--- src/rtl/rv32e_mem_arbiter_if.sv ---
// rtl/rv32e_mem_arbiter_if.sv - request/memory bus bundle shared by rv32e_mem_arbiter and its neighbours
//
// Purpose: carries the instruction-fetch port, the data port, the single-port
// memory handshake and the arbiter status flags as one bundle.
// Modports:
//   slave  - arbiter view: consumes i_*/d_* requests and memory responses,
//            drives ready/rdata back to the requesters, m_* to memory, err, busy.
//   master - environment view (CPU + memory): the mirror image of slave.
interface rv32e_mem_arbiter_if;
  // instruction fetch port
  logic        i_req;
  logic [31:0] i_addr;
  logic [31:0] i_rdata;
  logic        i_ready;
  // data port
  logic        d_req;
  logic        d_we;
  logic [3:0]  d_be;
  logic [31:0] d_addr;
  logic [31:0] d_wdata;
  logic [31:0] d_rdata;
  logic        d_ready;
  // memory side
  logic        m_req;
  logic        m_we;
  logic [3:0]  m_be;
  logic [31:0] m_addr;
  logic [31:0] m_wdata;
  logic [31:0] m_rdata;
  logic        m_ready;
  // status
  logic        err;
  logic        busy;

  modport slave (
    input  i_req, i_addr, d_req, d_we, d_be, d_addr, d_wdata, m_rdata, m_ready,
    output i_rdata, i_ready, d_rdata, d_ready,
    output m_req, m_we, m_be, m_addr, m_wdata, err, busy
  );

  modport master (
    output i_req, i_addr, d_req, d_we, d_be, d_addr, d_wdata, m_rdata, m_ready,
    input  i_rdata, i_ready, d_rdata, d_ready,
    input  m_req, m_we, m_be, m_addr, m_wdata, err, busy
  );
endinterface

--- src/rtl/rv32e_mem_arbiter.sv ---
// rtl/rv32e_mem_arbiter.sv - fixed-priority arbiter sharing one single-port memory between fetch and data ports
//
// Purpose: grants the memory to the data port first, otherwise to the fetch
// port, latches the owner's request into registered m_* outputs, waits for
// m_ready (bounded by MAX_WAIT) and returns a one-cycle ready pulse plus read
// data to the owner only. Every access is followed by an IDLE cycle.
// Ports:
//   clk   - system clock
//   reset - synchronous, active-high reset
//   bus   - rv32e_mem_arbiter_if.slave (i_*, d_*, m_*, err, busy)
// Parameters:
//   MAX_WAIT     - wait cycles tolerated before an access is aborted with err (1..65535)
//   STARVE_LIMIT - consecutive data grants allowed while a fetch waits
// Optional feature macro: ARB_STARVE_GUARD_EN (starvation guard for the fetch port).
module rv32e_mem_arbiter #(
  parameter int unsigned MAX_WAIT     = 255,
  parameter int unsigned STARVE_LIMIT = 4
) (
  input  logic                 clk,
  input  logic                 reset,
  rv32e_mem_arbiter_if.slave   bus
);

  typedef enum logic [1:0] {IDLE, SERVE_I, SERVE_D} state_t;

  localparam logic [15:0] WAIT_LIMIT = 16'(MAX_WAIT);

  state_t      state;
  logic [15:0] wait_cnt;
  logic        serving;
  logic        timeout;
  logic        done;
  logic        grant_d;
  logic        grant_i;

  // Responses are suppressed while reset is asserted so a reset that lands
  // mid-access never produces a ready or err pulse.
  assign serving = (state != IDLE) && !reset;
  assign timeout = serving && !bus.m_ready && (wait_cnt == WAIT_LIMIT);
  assign done    = serving && (bus.m_ready || timeout);

  assign bus.i_ready = done && (state == SERVE_I);
  assign bus.d_ready = done && (state == SERVE_D);
  assign bus.err     = timeout;
  assign bus.busy    = (state != IDLE);

  // Read data is forwarded only on a genuine completion; timeouts return 0.
  assign bus.i_rdata = (serving && bus.m_ready && state == SERVE_I) ? bus.m_rdata : 32'h0;
  assign bus.d_rdata = (serving && bus.m_ready && state == SERVE_D) ? bus.m_rdata : 32'h0;

`ifdef ARB_STARVE_GUARD_EN
  localparam int SW = $clog2(STARVE_LIMIT + 1);

  logic [SW-1:0] starve_cnt;
  logic          starve_hit;

  // Once the data port has won STARVE_LIMIT times in a row over a waiting
  // fetch, the next contended grant goes to the fetch port.
  assign starve_hit = bus.i_req && (starve_cnt == SW'(STARVE_LIMIT));
  assign grant_d    = bus.d_req && !starve_hit;

  always_ff @(posedge clk) begin
    if (reset) begin
      starve_cnt <= '0;
    end else if (state == IDLE) begin
      if (grant_d) begin
        starve_cnt <= bus.i_req ? starve_cnt + 1'b1 : '0;
      end else if (grant_i) begin
        starve_cnt <= '0;
      end
    end
  end
`else
  assign grant_d = bus.d_req;
`endif

  assign grant_i = bus.i_req && !grant_d;

  always_ff @(posedge clk) begin
    if (reset) begin
      state       <= IDLE;
      wait_cnt    <= 16'h0;
      bus.m_req   <= 1'b0;
      bus.m_we    <= 1'b0;
      bus.m_be    <= 4'h0;
      bus.m_addr  <= 32'h0;
      bus.m_wdata <= 32'h0;
    end else begin
      case (state)
        IDLE: begin
          wait_cnt <= 16'h0;
          if (grant_d) begin
            state       <= SERVE_D;
            bus.m_req   <= 1'b1;
            bus.m_we    <= bus.d_we;
            bus.m_be    <= bus.d_be;
            bus.m_addr  <= bus.d_addr;
            bus.m_wdata <= bus.d_wdata;
          end else if (grant_i) begin
            state       <= SERVE_I;
            bus.m_req   <= 1'b1;
            bus.m_we    <= 1'b0;
            bus.m_be    <= 4'b1111;
            bus.m_addr  <= bus.i_addr;
            bus.m_wdata <= 32'h0;
          end
        end
        SERVE_I, SERVE_D: begin
          // Always fall back to IDLE so a requester that drops req after
          // ready is never granted a second time.
          if (done) begin
            state     <= IDLE;
            bus.m_req <= 1'b0;
            bus.m_we  <= 1'b0;
          end else begin
            wait_cnt <= wait_cnt + 16'd1;
          end
        end
        default: begin
          state     <= IDLE;
          bus.m_req <= 1'b0;
          bus.m_we  <= 1'b0;
        end
      endcase
    end
  end

endmodule

--- src/flat_wrapper.sv ---
// flat-port wrapper written by rule: the top's interface ports become plain ports
module rv32e_mem_arbiter_flat 
#(
  parameter int unsigned MAX_WAIT     = 255,
  parameter int unsigned STARVE_LIMIT = 4
)
  (clk, reset, bus_i_req, bus_i_addr, bus_d_req, bus_d_we, bus_d_be, bus_d_addr, bus_d_wdata, bus_m_rdata, bus_m_ready, bus_i_rdata, bus_i_ready, bus_d_rdata, bus_d_ready, bus_m_req, bus_m_we, bus_m_be, bus_m_addr, bus_m_wdata, bus_err, bus_busy);
  rv32e_mem_arbiter_if bus_i ();
  input  logic clk;
  input  logic reset;
  input wire logic [$bits(bus_i.i_req)-1:0] bus_i_req;
  input wire logic [$bits(bus_i.i_addr)-1:0] bus_i_addr;
  input wire logic [$bits(bus_i.d_req)-1:0] bus_d_req;
  input wire logic [$bits(bus_i.d_we)-1:0] bus_d_we;
  input wire logic [$bits(bus_i.d_be)-1:0] bus_d_be;
  input wire logic [$bits(bus_i.d_addr)-1:0] bus_d_addr;
  input wire logic [$bits(bus_i.d_wdata)-1:0] bus_d_wdata;
  input wire logic [$bits(bus_i.m_rdata)-1:0] bus_m_rdata;
  input wire logic [$bits(bus_i.m_ready)-1:0] bus_m_ready;
  output wire logic [$bits(bus_i.i_rdata)-1:0] bus_i_rdata;
  output wire logic [$bits(bus_i.i_ready)-1:0] bus_i_ready;
  output wire logic [$bits(bus_i.d_rdata)-1:0] bus_d_rdata;
  output wire logic [$bits(bus_i.d_ready)-1:0] bus_d_ready;
  output wire logic [$bits(bus_i.m_req)-1:0] bus_m_req;
  output wire logic [$bits(bus_i.m_we)-1:0] bus_m_we;
  output wire logic [$bits(bus_i.m_be)-1:0] bus_m_be;
  output wire logic [$bits(bus_i.m_addr)-1:0] bus_m_addr;
  output wire logic [$bits(bus_i.m_wdata)-1:0] bus_m_wdata;
  output wire logic [$bits(bus_i.err)-1:0] bus_err;
  output wire logic [$bits(bus_i.busy)-1:0] bus_busy;
  assign bus_i.i_req = bus_i_req;
  assign bus_i.i_addr = bus_i_addr;
  assign bus_i.d_req = bus_d_req;
  assign bus_i.d_we = bus_d_we;
  assign bus_i.d_be = bus_d_be;
  assign bus_i.d_addr = bus_d_addr;
  assign bus_i.d_wdata = bus_d_wdata;
  assign bus_i.m_rdata = bus_m_rdata;
  assign bus_i.m_ready = bus_m_ready;
  assign bus_i_rdata = bus_i.i_rdata;
  assign bus_i_ready = bus_i.i_ready;
  assign bus_d_rdata = bus_i.d_rdata;
  assign bus_d_ready = bus_i.d_ready;
  assign bus_m_req = bus_i.m_req;
  assign bus_m_we = bus_i.m_we;
  assign bus_m_be = bus_i.m_be;
  assign bus_m_addr = bus_i.m_addr;
  assign bus_m_wdata = bus_i.m_wdata;
  assign bus_err = bus_i.err;
  assign bus_busy = bus_i.busy;
  rv32e_mem_arbiter #(.MAX_WAIT(MAX_WAIT), .STARVE_LIMIT(STARVE_LIMIT)) u_core (.clk(clk), .reset(reset), .bus(bus_i));
endmodule
--- config.mk ---
export PLATFORM = sky130hd
export DESIGN_NAME = rv32e_mem_arbiter_flat
export DESIGN_NICKNAME = d
export VERILOG_FILES = /design/src/rtl/rv32e_mem_arbiter_if.sv /design/src/rtl/rv32e_mem_arbiter.sv /design/src/flat_wrapper.sv
export SDC_FILE = /design/constraint.sdc
export NUM_CORES = 1
export LEC_CHECK = 0
export ABC_CLOCK_PERIOD_IN_PS = 5700
export CAP_MARGIN = 20
export CORE_MARGIN = 2
export CORE_UTILIZATION = 39
export DETAILED_ROUTE_END_ITERATION = 10
export GPL_TIMING_DRIVEN = 1
export HOLD_SLACK_MARGIN = 0.08
export PLACE_DENSITY_LB_ADDON = 0.05
export REMOVE_ABC_BUFFERS = 1
export SKIP_CTS_REPAIR_TIMING = 1
export SLEW_MARGIN = 20
export SYNTH_ARGS = -nofsm -noshare
export SYNTH_HDL_FRONTEND = slang
export SYNTH_SLANG_ARGS = --single-unit
export TNS_END_PERCENT = 1
--- constraint.sdc ---
create_clock -name clk -period 5.7 [get_ports clk]
set_input_delay 1.71 -clock clk [delete_from_list [all_inputs] [get_ports clk]]
set_output_delay 1.71 -clock clk [all_outputs]
set_load 0.02 [all_outputs]
==> impl_results.md, run 1 <==
* Mapped cell area at between 4000 and 5000 sq um
* Worst R2R Setup Slack at 3.02 ns
* Maximum buffer depth of the clock tree at 2
* Status: finished clean
* Crit. End Element: primary output
* Crit path largest cell delay at ~0.63 ns
* Clock Sinks at 88
* Die span in y at 108 um
* Critical path class: input port to primary output
* Routed WL at 13,800 um
* TritonRoute pass-1 iters at 5
* Largest net degree at the start of global routing at 81
* Largest area contributor in the netlist: dfxtp_1
* H-Tree Level Count at 3
* Worst-path clk slew at roughly 0.09 ns
* HPWL after DPL at approximately 11,000 um
* Die Wd at between 100 and 150 um
* Slew Limit Fails at 0
* Crit path time final at 5.26 ns
* R2r endpoint: u_core.bus.m_addr[2]$_SDFFE_PP0P_
* Pleak at 2.77 nW
* Core Footprint at around 10,000 sq um
* Cell Chain, Critical Path: clkdlybuf4s50_1 > nor4_1 > and3_1 > and2_1 > a21oi_1 > nor2b_1 > clkdlybuf4s50_1
* Post-synthesis average cell area at between 8 and 9 sq um
* Row count at 37
* Final GP Congestion at between 0.8 and 0.9
* Slew @ Worst Pin at approximately 1.1 ns
* Sequential share of the synthesized area at 0.421
* CP arrival at between 3 and 4 ns
* Crit Path Max Fanout at 5
* I/O Pins at roughly 280
* CP Buf/Inv Count at 2
* Port Buffers at approximately 280
* Async SR Flop Fraction at 0
* Number of global-route vias before repair at about 4,300
* Place WS at ~0.44 ns
* Most common cell in the netlist: dfxtp_1
* Ys Warns at 0
* CTS tree: yes
* WHS Path Cells at 2
* Crit start category: input port
* Seq cells post-synth at 88
* DRC at 0
* Vias at roughly 4,400
* First-pass GRT wire length at 21,200 um
* Final setup violation count at 0
* Post-synth top area share at 0.421
* Clock root cell: clkbuf_8
* Dpl cells at between 800 and 900
* Worst Hold Class: flop to flop
* Count of cell types in the netlist at 49
* Tot GR Track Use at 0.230
* NumNets Final at 868
* Final worst-path cycle share at 0.923
* Max IR drop VDD at roughly 0.16 mV
* Cell count after synthesis at 470
* Initial Util at 0.404
* Final TNS setup at 0 ns
* Full die area at around 12,000 sq um
* Area grow syn2layout at 72.3%
* Post-route setup slack at 0.439 ns
* Crit path max-delay family: buffers and inverters
* Worst Hold End: u_core.bus.m_we$_SDFFE_PP0P_
* Number of synthesized flops with an enable pin at 0
* Commonest cells in the netlist: 88 x dfxtp_1, 73 x nor2_1, 66 x and2_1
* Wire per inst at approximately 16 um
* Final Hold Fails at 0
* R2R cell count at 7
* Predominant post-synthesis flop cell: dfxtp_1
* Max Clock Freq at roughly 0.19 GHz
* Area contributors post-synth: dfxtp_1 42%, and2_1 9.9%, mux2i_1 7.7%, nor2_1 6.5%, a211oi_1 6.1%
* RSZ-0062 raised after global routing: false
* Max-Slew Margin vs Limit at 0.295
* Critical path's slowest cell: clkdlybuf4s50_1
* Number of nets with antenna violations after routing at 0
* Antenna violations before repair at 1
* Pwr Total at just under 2 mW
* Grt ovf at 0
* DRT iter0 DRCs at around 290
* Post-Layout Cell Count at ~870
* Power density cells at about 270 nW/um^2
* Share of cells above drive strength 1 at 0.0589
* Min-delay src: u_core.bus.m_we$_SDFFE_PP0P_
* Worst-Skew Late Latency at 0.35 ns
* Via density at around 5.0
* Max Cap Viol at 0
* FF-to-FF Start: u_core.state[0]$_SDFFE_PP0P_
* Required @ worst endpoint at approximately 4 ns
* Worst Skew at 0.00698 ns
* CTS Buf Count at 9
* Most frequent CP cell: clkdlybuf4s50_1
routing by layer:
| layer | vias to the layer above | share of wire | track usage | wire length, um |
|---|---|---|---|---|
| met5 | - | 0 | 0 | 0 |
| met4 | 0 | 0.028 | 0.0907 | 379 |
| met3 | 22 | 0.11 | 0.0866 | 1470 |
| met2 | 202 | 0.51 | 0.406 | 6960 |
| met1 | 1970 | 0.36 | 0.247 | 4960 |
| li1 | 2184 | - | - | - |
stage by stage:
stage                util  cell area [sq um]  hold WS [ns]
CTS                 0.695               7210         0.489
finish              0.695               7210         0.488
detailed placement  0.675               7000         0.475
floorplan               -               4010         0.443
global route        0.695               7210         0.511
global placement    0.674               6990         0.467
sequential cells by signal, indices dropped and copies added, names as in the netlist:
register and cells:
u_core.bus.m_addr 32, u_core.state 2, u_core.wait_cnt 16, u_core.bus.m_we 1, u_core.bus.m_req 1, u_core.bus.m_be 4
u_core.bus.m_wdata 32
where the power goes:
group	switching, mW	leakage, nW	total (mW)	internal (mW)
Clock	0.219	0.0976	0.444	0.225
Combinational	0.414	1.95	0.766	0.352
Sequential	0.0477	0.724	0.749	0.702
worst register-to-register path, stage by stage (launching register included):
cell,delay (ns)
dfxtp_1,0.34
inv_1,0.08
ha_1,0.45
inv_1,0.21
nor2_4,0.82
buf_4,0.40
nor2_1,0.07
a211oi_1,0.21
final cells by class:
class	instances	area [sq um]
Tap cell	136	170
Inverter	5	18.8
Antenna cell	1	2.50
Sequential cell	88	1760
Timing Repair Buffer	283	2810
Clock buffer	11	151
Fill cell	849	3160
Clock inverter	4	53.8
Multi-Input combinational cell	339	2240
worst max path at each step:
stage	endpoint	start	cells after the start
after global placement	bus_d_ready	bus_m_ready	7
final	bus_d_ready	bus_m_ready	7
after global routing	bus_d_ready	bus_m_ready	7
after detailed placement	bus_d_ready	bus_m_ready	7
after floorplan	bus_d_ready	reset	5
after CTS	bus_d_ready	bus_m_ready	7
cells by family (layout without fill, tap and decap cells):
logic type,after synthesis,in the layout,synth area share
flip-flops,88,88,0.421
AO/OA/AOI/OAI,111,111,0.197
multiplexers,33,33,0.0792
AND/OR/NAND/NOR,190,190,0.243
adder cells (fa/ha/maj),4,4,0.0120
buffers and inverters,43,303,0.0454
XOR/XNOR,1,1,0.00209
other,0,1,0
placed cells by master (no fill, tap or decap), drive strengths merged, types with 10 or more instances in the layout:
cell type,instances
nor2,74
a211oi,34
a21oi,15
clkbuf,11
and2,66
nand2,11
clkdlybuf4s50,273
a22oi,32
mux2i,32
dfxtp,88
buf,10
Note: power is estimated with default switching activity, not from simulation.
==> run 2: changes to the inputs <==
CTS_CLUSTER_SIZE = 12   (was not set)
GPL_TIMING_DRIVEN = not set   (was 1)
==> results of run 2 <==
Final layout, timing and power as in run 1 (identical DEF).
